File: src/rtl/sar_search_pkg.sv
// Shared types and constants for the successive-approximation search engine.
package sar_search_pkg;

  typedef enum logic [1:0] {
    IDLE   = 2'd0,
    TRIAL  = 2'd1,
    VERIFY = 2'd2,
    DONE   = 2'd3
  } sar_state_t;

  localparam int SAR_WIDTH = 4;

  // Value with only the most significant bit of a width-bit word set.
  function automatic logic [31:0] first_probe(input int width);
    return 32'd1 << (width - 1);
  endfunction

endpackage

File: src/rtl/sar_search_cmp_flag_check.sv
// Combinational sanity check: exactly one comparator flag must be high.
module cmp_flag_check (
  input  logic a_bigger,
  input  logic b_bigger,
  input  logic equals,
  output logic bad
);

  // XOR is high for one or three set flags; the AND term rejects three.
  assign bad = !(a_bigger ^ b_bigger ^ equals) || (a_bigger && b_bigger && equals);

endmodule

File: src/rtl/sar_search.sv
// Successive-approximation search driving a magnitude comparator's probe operand.
// Optional macro SAR_EARLY_EXIT_EN ends the search on an equals flag during a trial.
module sar_search
  import sar_search_pkg::*;
#(
  parameter int WIDTH = SAR_WIDTH
) (
  input  logic             clk,
  input  logic             rst,
  input  logic             start,
  output logic [WIDTH-1:0] probe,
  input  logic             cmp_a_bigger,
  input  logic             cmp_b_bigger,
  input  logic             cmp_equals,
  output logic             busy,
  output logic             done,
  output logic [WIDTH-1:0] result,
  output logic             found,
  output logic             err
);

  localparam int IW = (WIDTH > 1) ? $clog2(WIDTH) : 1;

  sar_state_t       state_reg, state_next;
  logic [WIDTH-1:0] probe_reg, probe_next;
  logic [WIDTH-1:0] result_reg, result_next;
  logic [IW-1:0]    idx_reg, idx_next;
  logic             busy_reg, busy_next;
  logic             done_reg, done_next;
  logic             found_reg, found_next;
  logic             err_reg, err_next;
  logic [WIDTH-1:0] cand;
  logic [IW-1:0]    idx_dec;
  logic             bad;

  cmp_flag_check u_flag_check (
    .a_bigger (cmp_a_bigger),
    .b_bigger (cmp_b_bigger),
    .equals   (cmp_equals),
    .bad      (bad)
  );

  always_ff @(posedge clk or posedge rst) begin
    if (rst) begin
      state_reg  <= IDLE;
      probe_reg  <= '0;
      result_reg <= '0;
      idx_reg    <= '0;
      busy_reg   <= 1'b0;
      done_reg   <= 1'b0;
      found_reg  <= 1'b0;
      err_reg    <= 1'b0;
    end else begin
      state_reg  <= state_next;
      probe_reg  <= probe_next;
      result_reg <= result_next;
      idx_reg    <= idx_next;
      busy_reg   <= busy_next;
      done_reg   <= done_next;
      found_reg  <= found_next;
      err_reg    <= err_next;
    end
  end

  always_comb begin
    state_next  = state_reg;
    probe_next  = probe_reg;
    result_next = result_reg;
    idx_next    = idx_reg;
    busy_next   = busy_reg;
    done_next   = 1'b0;
    found_next  = found_reg;
    err_next    = err_reg;
    cand        = probe_reg;
    idx_dec     = idx_reg - 1'b1;

    case (state_reg)
      IDLE: begin
        probe_next = result_reg;
        if (start) begin
          state_next = TRIAL;
          probe_next = WIDTH'(first_probe(WIDTH));
          idx_next   = IW'(WIDTH - 1);
          busy_next  = 1'b1;
          found_next = 1'b0;
          err_next   = 1'b0;
        end
      end

      TRIAL: begin
        if (bad) begin
          err_next    = 1'b1;
          found_next  = 1'b0;
          result_next = probe_reg;
          busy_next   = 1'b0;
          done_next   = 1'b1;
          state_next  = DONE;
        end
`ifdef SAR_EARLY_EXIT_EN
        else if (cmp_equals) begin
          found_next  = 1'b1;
          result_next = probe_reg;
          busy_next   = 1'b0;
          done_next   = 1'b1;
          state_next  = DONE;
        end
`endif
        else begin
          // Probe above target means the trial bit overshoots and is dropped.
          if (cmp_a_bigger) cand[idx_reg] = 1'b0;
          if (idx_reg != '0) begin
            cand[idx_dec] = 1'b1;
            idx_next      = idx_dec;
            probe_next    = cand;
          end else begin
            probe_next  = cand;
            result_next = cand;
            state_next  = VERIFY;
          end
        end
      end

      VERIFY: begin
        if (bad) begin
          err_next    = 1'b1;
          found_next  = 1'b0;
          result_next = probe_reg;
        end else begin
          found_next = cmp_equals;
        end
        busy_next  = 1'b0;
        done_next  = 1'b1;
        state_next = DONE;
      end

      DONE: begin
        state_next = IDLE;
      end

      default: state_next = IDLE;
    endcase
  end

  assign probe  = probe_reg;
  assign result = result_reg;
  assign busy   = busy_reg;
  assign done   = done_reg;
  assign found  = found_reg;
  assign err    = err_reg;

endmodule

File: config.mk
export PLATFORM = sky130hd
export DESIGN_NAME = sar_search
export DESIGN_NICKNAME = d
export VERILOG_FILES = /design/src/rtl/sar_search_pkg.sv /design/src/rtl/sar_search_cmp_flag_check.sv /design/src/rtl/sar_search.sv
export SDC_FILE = /design/constraint.sdc
export NUM_CORES = 1
export LEC_CHECK = 0
export CORE_UTILIZATION = 55
export DETAILED_ROUTE_END_ITERATION = 8
export PLACE_DENSITY = 0.92
export SYNTH_ARGS = -nofsm -noshare
export SYNTH_HDL_FRONTEND = slang
export SYNTH_SLANG_ARGS = --single-unit
export TNS_END_PERCENT = 100
File: constraint.sdc
create_clock -name clk -period 4.9 [get_ports clk]
set_clock_uncertainty 0.1 [all_clocks]
set_input_delay 1.225 -clock clk [delete_from_list [all_inputs] [get_ports clk]]
set_output_delay 1.225 -clock clk [all_outputs]
set_load 0.05 [all_outputs]
==> summary.txt <==
Max FO, Critical Path: 10
Total CTS buffers: 3
DRC errors left: 0
Mean area per synthesized cell: 9.80 µm²
All-Layer GR Usage: 25.5%
Register area share after synthesis: 38.9%
Critical path data required time: 4.99 ns
Yosys top cell by area: dfrtp_1
Vias: 890
Endpoints failing hold: 0
Syn Nets: 119
IO Port Bufs: 17
Pre-antenna DRT Iters: 4
Remaining antenna violation count: 0
Hpwl dp: 1730 µm
Post-synth top area share: 38.9%
Critical Setup Path Class: primary input to flip-flop
Worst min path class: flip-flop to flip-flop
Top-count cell post-synth: dfrtp_1
# fillers: 140
Final setup viols: 0
Worst-Margin Slew: 0.624 ns
H-tree depth reported by CTS: 1
Final wirelength: 2300 µm
Setup bufs post-CTS: 0
N_diodes: 0
Synth cell types: 37
Outcome: complete, no violations
Global placer's final weighted congestion: 0.860
Clock Sinks: 16
Synthesized cell area: 1030 µm²
# hold bufs at CTS: 0
Die height: 45.2 µm
WL/cell: 15.6 µm
I/O pin count: 18
Die area: 2050 µm²
RSZ-0062 raised after global routing: false
Placed cell count: 143
Clk_lat worst skew: 0.29 ns
Area Growth Syn to Fin: 21.5%
Vias in the first global route: 833
Share of synthesized registers carrying an async set or reset: 100%
Share of layout cells above drive strength 1: 11.5%
Clk root buf: clkbuf_4
Static Leak: 0.537 nW
Non-Filler Instances: 147
TritonCTS clock tree: built
Total gr overflow: 0
Largest net degree at the start of global routing: 17
Slew Limit Headroom: 58.4%
Deepest clock path buffer count: 2
Reg2Reg Setup Slack: 2.69 ns
Critical Path AT: 3.17 ns
Initial antenna violation count: 0
Post-synth top cells: dfrtp_1, inv_1, nor2_1
Post-CTS Resized: 0
Max-slew violations: 0
Tmin final: 3.08 ns
Max Freq: 0.325 GHz
CTS clk-pin slew, worst paths: 0.10 ns
Chip width: 45.2 µm
First-pass GRT wire length: 3770 µm
Critical Path Sink Type: flip-flop
Setup TNS: 0 ns
Vias/cell: 6.05
Pwr Density: 740 nW/µm²
Nets: 137
FF+latch count, synth: 16
Fin crit share: 62.8%
Starting DRT DRC Count: 36
YS warnings: 0
Core area: 1750 µm²
Top cells by area, synth: dfrtp_1, ha_1, mux2_2
Max-Cap Viols: 0
Syn Inst Count: 105
Setup crit start kind: primary input
FP Rows: 15
Post-synth EDFFs: 0
Most used DFF post-synth: dfrtp_1
VDD IR max: 0.417 mV
Initial core utilization: 58.9%
==> cell families after synthesis <==
| family | synth area share, % |
|---|---|
| buffers and inverters | 5.96 |
| AND/OR/NAND/NOR | 17.0 |
| multiplexers | 6.45 |
| adder cells (fa/ha/maj) | 9.73 |
| AO/OA/AOI/OAI | 21.9 |
| flip-flops | 38.9 |
==> worst max-delay path, cell delays in order <==
cell	delay, ns
clkdlybuf4s50_1	0.50
ha_1	0.38
nor3b_4	0.30
nor2_4	0.12
o31ai_1	0.26
mux2_2	0.38
==> through the flow <==
step / worst slack (ns) / total power (W) / hold WS, ns / utilization, % / area [µm²]
after detailed placement: 1.50 / 0.000833 / 0.420 / 69.5 / 1210
after floorplan: 2.14 / 0.000666 / 0.406 / - / 1030
after CTS: 1.80 / 0.000926 / 0.444 / 71.6 / 1250
after global routing: 1.70 / 0.000977 / 0.455 / 71.6 / 1250
final: 1.82 / 0.000925 / 0.437 / 71.6 / 1250
after global placement: 1.54 / 0.000812 / 0.407 / 69.5 / 1210
==> where the power goes <==
group / internal, W / switching, W
Combinational: 0.000218 / 0.000367
Clock: 0.0000453 / 0.0000468
Sequential: 0.000194 / 0.0000527
==> cells in the final DEF, fill, tap and decap left out, drive strengths merged, types with 3 or more instances in the layout <==
cell           instances
ha                     8
a311oi                 3
mux2                   5
clkbuf                 4
o31a                   3
a21oi                  5
nand2b                 3
nor2                  10
dfrtp                 16
nor3                   5
nand2                  5
clkdlybuf4s50         17
o21ai                  3
inv                   12
==> metal layers <==
| metal | global-route usage, % | wire length (µm) |
|---|---|---|
| met1 | 31.5 | 999 |
| met2 | 44.9 | 1140 |
| met3 | 4.00 | 125 |
| met4 | 8.48 | 31 |
| met5 | 0 | 0 |
==> worst paths after layout <==
check,from,endpoint,depth (start not counted)
max,cmp_a_bigger,state_reg[1]$_DFFE_PP0P_,6
min,busy$_DFFE_PP0P_,busy$_DFFE_PP0P_,2
max reg2reg,state_reg[1]$_DFFE_PP0P_,state_reg[1]$_DFFE_PP0P_,5
min reg2reg,busy$_DFFE_PP0P_,busy$_DFFE_PP0P_,2
max in group asynchronous,rst,probe[2]$_DFFE_PP0P_,2
min in group asynchronous,rst,done$_DFF_PP0_,2
==> cell type report <==
class                           instances  area (µm²)  area share, %
Multi-Input combinational cell         73         567           45.3
Sequential cell                        16         400           32.0
Timing Repair Buffer                   17         170           13.6
Inverter                               12        45.0           3.60
Clock buffer                            4        36.3           2.90
Tap cell                               25        31.3           2.50
No activity file was read; power rests on OpenSTA's default activity.
